File: src/rtl/calc_seq_controller_if.sv
// Operand/result handshake between the calculator sequencer and an external arithmetic unit.
// The sequencer is the master: it drives operands and op_start, and the unit answers with op_done.
interface calc_seq_controller_if #(
  parameter int unsigned WIDTH = 16
);
  logic [WIDTH-1:0] op_a;
  logic [WIDTH-1:0] op_b;
  logic [1:0]       op_sel;
  logic             op_start;
  logic             op_done;
  logic [WIDTH-1:0] op_result;
  logic             op_overflow;

  modport master (
    output op_a, op_b, op_sel, op_start,
    input  op_done, op_result, op_overflow
  );

  modport slave (
    input  op_a, op_b, op_sel, op_start,
    output op_done, op_result, op_overflow
  );
endinterface

File: src/rtl/calc_seq_controller.sv
// Calculator sequencer: builds two sign-magnitude operands from keypad strobes, runs them
// through an external arithmetic unit, and shows the result, with chaining and error recovery.
module calc_seq_controller #(
  parameter int unsigned WIDTH          = 16,
  parameter int unsigned MAX_DIGITS     = 4,
  parameter int unsigned TIMEOUT_CYCLES = 64
) (
  input  logic                  clk,
  input  logic                  RST,
  input  logic [3:0]            keypad_input,
  input  logic                  read_input,
  input  logic [2:0]            operator_input,
  input  logic                  equal_input,
  output logic                  key_read,
  output logic                  busy,
  output logic                  complete,
  output logic                  error,
  output logic [WIDTH-1:0]      display_output,
  calc_seq_controller_if.master arith
);

  localparam int unsigned CntW = $clog2(MAX_DIGITS + 1);
  localparam int unsigned TmrW = $clog2(TIMEOUT_CYCLES);
  localparam logic [CntW-1:0] MaxCnt      = CntW'(MAX_DIGITS);
  localparam logic [TmrW-1:0] TimeoutLast = TmrW'(TIMEOUT_CYCLES - 1);

  typedef enum logic [2:0] {
    StEnterA, StEnterB, StCompStart, StCompWait, StResult, StError
  } state_e;

  typedef enum logic [2:0] {
    CmdNone, CmdAc, CmdCe, CmdEq, CmdOp, CmdNeg, CmdDig
  } cmd_e;

  state_e           state_q;
  logic [WIDTH-1:0] a_q, b_q;
  logic [CntW-1:0]  cnt_a_q, cnt_b_q;
  logic [1:0]       op_q, pend_op_q;
  logic             chain_q;
  logic [TmrW-1:0]  timer_q;

  cmd_e             cmd;
  logic             strobe, key_ok, is_b, digit_ok;
  logic [1:0]       new_sel;
  logic [WIDTH-1:0] cur;
  logic [CntW-1:0]  cur_cnt;
  logic [WIDTH-2:0] key_ext, appended;
  logic             entry_wr;
  logic [WIDTH-1:0] entry_val;
  logic [CntW-1:0]  entry_cnt;

  // Only the highest-priority strobe of the cycle acts.
  always_comb begin
    cmd = CmdNone;
    if (operator_input == 3'd6)      cmd = CmdAc;
    else if (operator_input == 3'd5) cmd = CmdCe;
    else if (equal_input)            cmd = CmdEq;
    else if (operator_input == 3'd2 || operator_input == 3'd3 ||
             operator_input == 3'd4) cmd = CmdOp;
    else if (operator_input == 3'd1) cmd = CmdNeg;
    else if (read_input)             cmd = CmdDig;
  end

  always_comb begin
    strobe   = read_input | equal_input | (operator_input != 3'd0);
    key_ok   = keypad_input <= 4'd9;
    new_sel  = operator_input[1:0] - 2'd2;
    is_b     = (state_q == StEnterB);
    cur      = is_b ? b_q : a_q;
    cur_cnt  = is_b ? cnt_b_q : cnt_a_q;
    digit_ok = key_ok && (cur_cnt < MaxCnt);
    key_ext  = {{(WIDTH-5){1'b0}}, keypad_input};
    appended = (cur[WIDTH-2:0] << 3) + (cur[WIDTH-2:0] << 1) + key_ext;

    entry_wr  = 1'b0;
    entry_val = cur;
    entry_cnt = cur_cnt;
    case (cmd)
      CmdCe: begin
        entry_wr  = 1'b1;
        entry_val = '0;
        entry_cnt = '0;
      end
      CmdNeg: begin
        entry_wr  = 1'b1;
        entry_val = {~cur[WIDTH-1], cur[WIDTH-2:0]};
      end
      CmdDig: begin
        entry_wr  = digit_ok;
        entry_val = {cur[WIDTH-1], appended};
        entry_cnt = cur_cnt + CntW'(1);
      end
      default: ;
    endcase
  end

  assign busy     = (state_q == StCompStart) || (state_q == StCompWait);
  assign complete = (state_q == StResult);
  assign error    = (state_q == StError);

  always_ff @(posedge clk) begin
    if (RST) begin
      state_q        <= StEnterA;
      a_q            <= '0;
      b_q            <= '0;
      cnt_a_q        <= '0;
      cnt_b_q        <= '0;
      op_q           <= '0;
      pend_op_q      <= '0;
      chain_q        <= 1'b0;
      timer_q        <= '0;
      key_read       <= 1'b0;
      display_output <= '0;
      arith.op_a     <= '0;
      arith.op_b     <= '0;
      arith.op_sel   <= '0;
      arith.op_start <= 1'b0;
    end else begin
      key_read       <= strobe;
      arith.op_start <= 1'b0;
      if (cmd == CmdAc) begin
        state_q        <= StEnterA;
        a_q            <= '0;
        b_q            <= '0;
        cnt_a_q        <= '0;
        cnt_b_q        <= '0;
        op_q           <= '0;
        chain_q        <= 1'b0;
        display_output <= '0;
      end else begin
        unique case (state_q)
          StEnterA, StEnterB: begin
            if (entry_wr) begin
              if (is_b) begin
                b_q     <= entry_val;
                cnt_b_q <= entry_cnt;
              end else begin
                a_q     <= entry_val;
                cnt_a_q <= entry_cnt;
              end
              display_output <= entry_val;
            end
            // Launch on equal, or on an operator once B has digits (chained evaluation).
            if ((cmd == CmdEq && is_b && cnt_b_q != '0) ||
                (cmd == CmdOp && is_b && cnt_b_q != '0)) begin
              chain_q        <= (cmd == CmdOp);
              pend_op_q      <= new_sel;
              arith.op_a     <= a_q;
              arith.op_b     <= b_q;
              arith.op_sel   <= op_q;
              arith.op_start <= 1'b1;
              timer_q        <= '0;
              state_q        <= StCompStart;
            end else if (cmd == CmdOp) begin
              op_q <= new_sel;
              if (!is_b) begin
                b_q            <= '0;
                cnt_b_q        <= '0;
                display_output <= '0;
                state_q        <= StEnterB;
              end
            end
          end
          StCompStart: state_q <= StCompWait;
          StCompWait: begin
            if (arith.op_done) begin
              if (arith.op_overflow) begin
                display_output <= '0;
                state_q        <= StError;
              end else begin
                // The result becomes operand A; further digits must not extend it.
                a_q     <= arith.op_result;
                cnt_a_q <= MaxCnt;
                if (chain_q) begin
                  b_q            <= '0;
                  cnt_b_q        <= '0;
                  op_q           <= pend_op_q;
                  chain_q        <= 1'b0;
                  display_output <= '0;
                  state_q        <= StEnterB;
                end else begin
                  display_output <= arith.op_result;
                  state_q        <= StResult;
                end
              end
            end else if (timer_q == TimeoutLast) begin
              display_output <= '0;
              state_q        <= StError;
            end else begin
              timer_q <= timer_q + TmrW'(1);
            end
          end
          StResult: begin
            if (cmd == CmdOp) begin
              op_q           <= new_sel;
              b_q            <= '0;
              cnt_b_q        <= '0;
              display_output <= '0;
              state_q        <= StEnterB;
            end else if (cmd == CmdDig && key_ok) begin
              a_q            <= {1'b0, key_ext};
              cnt_a_q        <= CntW'(1);
              b_q            <= '0;
              cnt_b_q        <= '0;
              display_output <= {1'b0, key_ext};
              state_q        <= StEnterA;
            end
          end
          StError: ;
          default: state_q <= StEnterA;
        endcase
      end
    end
  end

endmodule

File: src/flat_wrapper.sv
// flat-port wrapper written by rule: the top's interface ports become plain ports
module calc_seq_controller_flat 
#(
  parameter int unsigned WIDTH          = 16,
  parameter int unsigned MAX_DIGITS     = 4,
  parameter int unsigned TIMEOUT_CYCLES = 64
)
  (clk, RST, keypad_input, read_input, operator_input, equal_input, key_read, busy, complete, error, display_output, arith_op_a, arith_op_b, arith_op_sel, arith_op_start, arith_op_done, arith_op_result, arith_op_overflow);
  calc_seq_controller_if #(.WIDTH(WIDTH)) arith_i ();
  input  logic clk;
  input  logic RST;
  input  logic [3:0] keypad_input;
  input  logic read_input;
  input  logic [2:0] operator_input;
  input  logic equal_input;
  output logic key_read;
  output logic busy;
  output logic complete;
  output logic error;
  output logic [WIDTH-1:0] display_output;
  output wire logic [$bits(arith_i.op_a)-1:0] arith_op_a;
  output wire logic [$bits(arith_i.op_b)-1:0] arith_op_b;
  output wire logic [$bits(arith_i.op_sel)-1:0] arith_op_sel;
  output wire logic [$bits(arith_i.op_start)-1:0] arith_op_start;
  input wire logic [$bits(arith_i.op_done)-1:0] arith_op_done;
  input wire logic [$bits(arith_i.op_result)-1:0] arith_op_result;
  input wire logic [$bits(arith_i.op_overflow)-1:0] arith_op_overflow;
  assign arith_op_a = arith_i.op_a;
  assign arith_op_b = arith_i.op_b;
  assign arith_op_sel = arith_i.op_sel;
  assign arith_op_start = arith_i.op_start;
  assign arith_i.op_done = arith_op_done;
  assign arith_i.op_result = arith_op_result;
  assign arith_i.op_overflow = arith_op_overflow;
  calc_seq_controller #(.WIDTH(WIDTH), .MAX_DIGITS(MAX_DIGITS), .TIMEOUT_CYCLES(TIMEOUT_CYCLES)) u_core (.clk(clk), .RST(RST), .keypad_input(keypad_input), .read_input(read_input), .operator_input(operator_input), .equal_input(equal_input), .key_read(key_read), .busy(busy), .complete(complete), .error(error), .display_output(display_output), .arith(arith_i));
endmodule
File: config.mk
export PLATFORM = sky130hd
export DESIGN_NAME = calc_seq_controller_flat
export DESIGN_NICKNAME = d
export VERILOG_FILES = /design/src/rtl/calc_seq_controller_if.sv /design/src/rtl/calc_seq_controller.sv /design/src/flat_wrapper.sv
export SDC_FILE = /design/constraint.sdc
export NUM_CORES = 1
export LEC_CHECK = 0
export CORE_MARGIN = 2
export CORE_UTILIZATION = 35
export CTS_BUF_LIST = sky130_fd_sc_hd__clkbuf_4
export DETAILED_ROUTE_END_ITERATION = 12
export GPL_TIMING_DRIVEN = 0
export PLACE_DENSITY = 0.6
export SYNTH_ARGS = -nofsm -noshare
export SYNTH_HDL_FRONTEND = slang
export SYNTH_SLANG_ARGS = --single-unit
export TNS_END_PERCENT = 50
File: constraint.sdc
create_clock -name clk -period 3.9 [get_ports clk]
set_input_delay 0.585 -clock clk [delete_from_list [all_inputs] [get_ports clk]]
set_output_delay 0.585 -clock clk [all_outputs]
set_load 0.02 [all_outputs]
==> results of run 1 <==
## registers in the layout (all words and copies together) (netlist names)
name,cells
u_core.cnt_b_q,3
u_core.b_q,16
u_core.arith.op_b,16
u_core.state_q,3
u_core.arith.op_start,1
u_core.a_q,16
u_core.cnt_a_q,3
u_core.arith.op_a,16
u_core.pend_op_q,2
u_core.display_output,16
u_core.chain_q,1
u_core.arith.op_sel,2
u_core.key_read,1
u_core.timer_q,6
u_core.op_q,2
## logic make-up after synthesis
| family | count (synthesis) | share of synthesized area [%] |
|---|---|---|
| compound gates | 225 | 25.9 |
| xor+xnor | 14 | 2.11 |
| fa+ha+maj | 28 | 6.28 |
| buf+inv | 59 | 4.64 |
| flops | 104 | 35.8 |
| mux | 36 | 6.56 |
| simple gates | 239 | 18.7 |
## metrics by stage
step                      power (uW)  util (%)  hold slack, ns  cells
final                           2150      43.6           0.466   1025
after global routing            2230      43.6           0.485   1025
after CTS                       2130      43.2           0.469   1024
after detailed placement        1540      42.1           0.449   1006
after global placement          1540      42.1           0.444   1006
after floorplan                 1400         -           0.431    705
## critical path: stages, from the launching register on
cell     delay [ns]
dfxtp_1        0.34
buf_2          0.18
nor3b_4        0.29
buf_6          0.18
buf_6          0.16
mux2_2         0.40
ha_1           0.31
ha_2           0.38
nand2_1        0.09
o211a_1        0.26
or3_1          0.39
and3_1         0.19
o21ai_2        0.19
a31oi_1        0.11
o221a_1        0.22
## routing by layer
| layer | vias to the layer above | global-route usage (%) | share of wire [%] |
|---|---|---|---|
| li1 | 2761 | - | - |
| met1 | 2651 | 31.8 | 47 |
| met2 | 244 | 32.2 | 43 |
| met5 | - | 0 | 0 |
| met4 | 0 | 7.89 | 2.0 |
| met3 | 29 | 3.45 | 8.2 |
## final timing paths
path | endpoint | slack, ns | startpoint | cells after the start
worst max-delay path | u_core.display_output[14] | 0.14 | u_core.state_q[1] | 14
worst min-delay path | u_core.arith.op_b[6] | 0.47 | u_core.arith.op_b[6] | 2
worst max register to register | u_core.display_output[14] | 0.14 | u_core.state_q[1] | 14
worst min register to register | u_core.arith.op_b[6] | 0.47 | u_core.arith.op_b[6] | 2
## cells in the final DEF (no fill, tap or decap), types with 6 or more instances in the layout
master,synthesis,routed
inv_1,7,7
xnor2_1,9,9
nor2_1,60,60
mux2_2,16,17
nand2b_1,6,6
clkbuf_4,0,10
a21oi_1,66,61
a22o_1,6,6
o21ai_1,26,28
nand3_1,18,18
nand2_1,104,104
buf_2,18,17
dfxtp_1,104,104
a32oi_1,9,9
clkdlybuf4s50_1,0,81
a211oi_1,11,11
a22oi_1,17,17
o2bb2ai_1,8,8
ha_1,26,22
a31oi_1,13,13
a21o_1,8,8
a311oi_1,6,6
clkbuf_1,25,24
nor3_1,10,10
mux2i_1,19,19
o21ai_0,13,10
## layout make-up
type | count | area [um^2] | share of cell area [%]
clock inverter | 6 | 67.6 | 0.944
tap | 220 | 275 | 3.85
sequential | 104 | 2080 | 29.1
multi-input combinational | 542 | 3540 | 49.5
timing repair buffer | 84 | 833 | 11.6
clock buffer | 10 | 75.1 | 1.05
buffer | 51 | 250 | 3.50
antenna | 1 | 2.50 | 0.0350
inverter | 7 | 26.3 | 0.367
## power groups by stage
stage | combinational (uW) | clock (uW) | sequential (uW)
floorplan | 266 | 0 | 1130
global placement | 407 | 0 | 1130
detailed placement | 408 | 0 | 1130
CTS | 415 | 604 | 1110
global route | 472 | 644 | 1120
finish | 437 | 603 | 1110
## timing repair
item                       CTS  global route
pin swaps                    1             3
gates resized for setup      5            19
setup endpoints to repair   29            18
setup buffers                3             0
hold endpoints to repair     0             0
==> summary.md, run 1 <==
| Metric | Value |
|---|---|
| Area growth syn-to-layout | `23.0%` |
| Clk slew on worst S/H paths | `0.17 ns` |
| Leading area contributor after synthesis | `dfxtp_1` |
| Filler instances | `1,676` |
| Synth top cells by count | `104 x dfxtp_1, 104 x nand2_1, 66 x a21oi_1, 60 x nor2_1` |
| Top-area cell type share of the netlist area | `35.8%` |
| First-pass GRT wire length | `29,800 um` |
| H-Tree Depth | `3` |
| Initial antenna violation count | `1` |
| Flop pwr share | `51.7%` |
| TritonCTS clock tree | `yes` |
| Area of placed instances | `6910 um^2` |
| Number of global-route vias before repair | `5,316` |
| Final Net Count | `856` |
| Design Area, Final | `7160 um^2` |
| Layout cells sized above 1 | `10.9%` |
| Run status | `finished clean` |
| Setup TNS | `0 ns` |
| Final Max Slew Viols | `0` |
| Final hold vios | `0` |
| Endpoints failing setup | `0` |
| 1st-pass router iterations | `6` |
| Final setup margin | `0.137 ns` |
| # DRC | `0` |
| P_leak | `0.00257 uW` |
| CTS buffer count | `9` |
| Synth Cell Area | `5820 um^2` |
| Req. time, crit path | `4.32 ns` |
| Mapped Cells | `705` |
| Detail Placement HPWL | `14,800 um` |
| Clk sinks | `104` |
| Die height | `133 um` |
| Pwr/cell area | `301 nW/um^2` |
| #FFs+latches synth | `104` |
| Global placer's final weighted congestion | `0.948` |
| Routed len/inst | `18.7 um` |
| Via count | `5,685` |
| Remaining global-route overflow | `0` |
| Total GRT Usage | `21.7%` |
| RSZ-0062 raised after global routing | `no` |
| WP data arrival | `4.18 ns` |
| Cts hold-fix bufs | `0` |
| Maximum VDD drop | `0.170 mV` |
| Slew @ Worst Pin | `0.809 ns` |
| Boundary Pins | `84` |
| Cell variety after synth | `69` |
| Initial core utilization | `35.5%` |
| Sw Share | `31.8%` |
| Fraction of registers with async set/reset | `0%` |
| Post-route ant nets | `0` |
| Clk pwr share | `28.0%` |
| Post-synth EDFFs | `0` |
| Psw | `685 uW` |
| Crit. End Element | `flip-flop` |
| Die area | `17,700 um^2` |
| HP Class | `flip-flop to flip-flop` |
| Post-route clock skew | `0.0253 ns` |
| Int Pwr | `1470 uW` |
| Crit Path Class | `flip-flop to flip-flop` |
| Tcrit/Tclk final | `96.5%` |
| Ranking of synthesized cells by area | `dfxtp_1 36%, nand2_1 6.7%, a21oi_1 5.7%` |
| Post-Place Setup Slack | `-0.559 ns` |
| Max frequency | `266 MHz` |
| Die Wd | `133 um` |
| Seq/Total Area, Yosys | `35.8%` |
| Initial DRC Count | `583` |
| Maxcap violations | `0` |
| Tmin final | `3.76 ns` |
| Clk root buf | `clkbuf_4` |
| Net count after synthesis | `762` |
| I/O Buffers | `81` |
| Yosys warnings | `0` |
| Critical path launch point type | `flip-flop` |
| Via density | `5.55` |
| Slew Limit Headroom | `45.6%` |
| Combinational power share | `20.3%` |
| Syn_area_per_cell | `8.26 um^2` |
| CTS Buffer Depth | `2` |
| Critical Path Fanout Max | `10` |
| Core Box Area | `16,400 um^2` |
| Synth Flop Type | `dfxtp_1` |
| Post-Route WL | `19,200 um` |
| Largest net degree at the start of global routing | `18` |
| Std-Cell Rows | `47` |
| Clock latency on the worst-skew pair | `0.51 ns` |
Power figures use the tool's default switching activity.
==> inputs of run 2 (changes only) <==
--- a/config.mk
+++ b/config.mk
@@ -11,6 +11,7 @@
 export DETAILED_ROUTE_END_ITERATION = 12
 export GPL_TIMING_DRIVEN = 0
 export PLACE_DENSITY = 0.6
+export SETUP_SLACK_MARGIN = 0.02
 export SYNTH_ARGS = -nofsm -noshare
 export SYNTH_HDL_FRONTEND = slang
 export SYNTH_SLANG_ARGS = --single-unit
==> summary.md, run 2 (synthesis results as in run 1) <==
| Metric | Value |
|---|---|
| Run status | `finished clean` |
| Cts hold-fix bufs | `0` |
| Max frequency | `265 MHz` |
| R2R setup slack | `0.13 ns` |
| I/O Buffers | `81` |
| Clk slew on worst S/H paths | `0.16 ns` |
| Initial antenna violation count | `1` |
| Via density | `5.57` |
| Final Max Slew Viols | `0` |
| Global placer's final weighted congestion | `0.948` |
| CTS buffer count | `9` |
| R2r startpoint | `u_core.state_q[1]` |
| # DRC | `0` |
| Std-Cell Rows | `47` |
| Clk root buf | `clkbuf_4` |
| Remaining global-route overflow | `0` |
| Largest net degree at the start of global routing | `18` |
| Via count | `5,707` |
| Total GRT Usage | `21.7%` |
| Die area | `17,700 um^2` |
| Pwr/cell area | `300 nW/um^2` |
| Most frequent cells in the layout | `104 x nand2_1, 104 x dfxtp_1, 81 x clkdlybuf4s50_1` |
| Worst R2R End | `u_core.display_output[12]` |
| Initial DRC Count | `580` |
| CTS Buffer Depth | `2` |
| Post-route clock skew | `0.0277 ns` |
| Clock latency on the worst-skew pair | `0.51 ns` |
| Final Net Count | `856` |
| Boundary Pins | `84` |
| Post-route ant nets | `0` |
| Detail Placement HPWL | `14,800 um` |
| First-pass GRT wire length | `29,800 um` |
| Endpoints failing setup | `0` |
| R2R depth | `13` |
| Total power | `2160 uW` |
| Routed len/inst | `18.8 um` |
| HP Class | `flip-flop to flip-flop` |
| Critical path launch point type | `flip-flop` |
| Setup TNS | `0 ns` |
| Number of global-route vias before repair | `5,316` |
| Hold Crit Depth | `2` |
| Crit. End Element | `flip-flop` |
| CP max stage cell | `fa_2` |
| Critical Path Fanout Max | `10` |
| RSZ-0062 raised after global routing | `no` |
| H-Tree Depth | `3` |
| Final hold vios | `0` |
| Slew Limit Headroom | `45.1%` |
| 1st-pass router iterations | `5` |
| Initial core utilization | `35.5%` |
| Crit Path Class | `flip-flop to flip-flop` |
| Req. time, crit path | `4.33 ns` |
| Die Wd | `133 um` |
| P_leak | `0.00256 uW` |
| Tcrit/Tclk final | `96.7%` |
| Final Util | `43.8%` |
| WP data arrival | `4.21 ns` |
| Post-Route WL | `19,300 um` |
| Clk sinks | `104` |
| Maxcap violations | `0` |
| TritonCTS clock tree | `yes` |
| Die height | `133 um` |
| Maximum VDD drop | `0.172 mV` |
| Hold Crit Endpoint | `u_core.arith.op_b[6]` |
| CP cell instances | `buf_2, nor3b_4, buf_6, mux2_2, fa_2, fa_2, a21oi_1, o21ai_1, a31oi_1, xnor2_1, a22oi_1, a211o_1, a31oi_1` |
| Layout cells sized above 1 | `10.7%` |
| Filler instances | `1,677` |
| Hold path start | `u_core.arith.op_b[6]` |
| Core Box Area | `16,400 um^2` |
| Area growth syn-to-layout | `23.4%` |
| Slew @ Worst Pin | `0.817 ns` |
| Slowest cell delay on critical path | `0.46 ns` |
| Tmin final | `3.77 ns` |
==> run 2: cell counts in the layout (fill, tap and decap cells not counted) <==
Identical to the previous run, type by type.
==> run 2: per-stage QoR <==
stage	area [um^2]	hold slack, ns	cells	worst slack, ns
after floorplan	5820	0.431	705	0.0986
after global placement	6910	0.444	1006	-0.592
after detailed placement	6910	0.449	1006	-0.559
after CTS	7080	0.469	1024	0.0532
after global routing	7180	0.485	1025	0.00958
final	7180	0.466	1025	0.128
==> run 2: area by class of cell <==
class | count | area, um^2 | area share, %
Multi-Input combinational cell | 542 | 3570 | 49.7
Sequential cell | 104 | 2080 | 29.0
Timing Repair Buffer | 84 | 833 | 11.6
Tap cell | 220 | 275 | 3.83
Buffer | 51 | 250 | 3.48
Clock buffer | 10 | 75.1 | 1.05
Clock inverter | 6 | 67.6 | 0.941
Inverter | 7 | 26.3 | 0.366
Antenna cell | 1 | 2.50 | 0.0348
==> run 2: repair_timing <==
item,in CTS,in global routing
setup buffers,3,0
pin swaps,1,5
gates resized for setup,5,18
endpoints found under the hold margin,0,0
setup endpoints to repair,30,19
==> run 2: worst max-delay path by stage <==
stage | startpoint | endpoint | slack [ns]
after floorplan | u_core.state_q[1] | u_core.display_output[14] | 0.1
after global placement | u_core.state_q[1] | u_core.display_output[14] | -0.59
after detailed placement | u_core.state_q[1] | u_core.display_output[14] | -0.56
after CTS | u_core.state_q[1] | u_core.display_output[12] | 0.05
after global routing | u_core.state_q[1] | u_core.display_output[14] | 0.01
final | u_core.state_q[1] | u_core.display_output[12] | 0.13
==> run 2: where the power goes <==
part	switching (uW)	total [uW]	internal, uW
sequential	24.4	1110	1090
combinational	264	446	183
clock	392	596	205
==> run 2: metal layers <==
| layer | global-route usage, % | part of all wire (%) |
|---|---|---|
| met1 | 31.8 | 46 |
| met4 | 7.89 | 2.3 |
| met5 | 0 | 0 |
| met2 | 32.2 | 43 |
| met3 | 3.45 | 8.3 |
==> run 2: worst max-delay path, delay by kind of cell, from the launching register on <==
family	cells	cell delay, ns
buf+inv	2	0.36
xor+xnor	1	0.21
flops	1	0.33
mux	1	0.39
fa+ha+maj	2	0.88
simple gates	1	0.30
compound gates	6	1.24
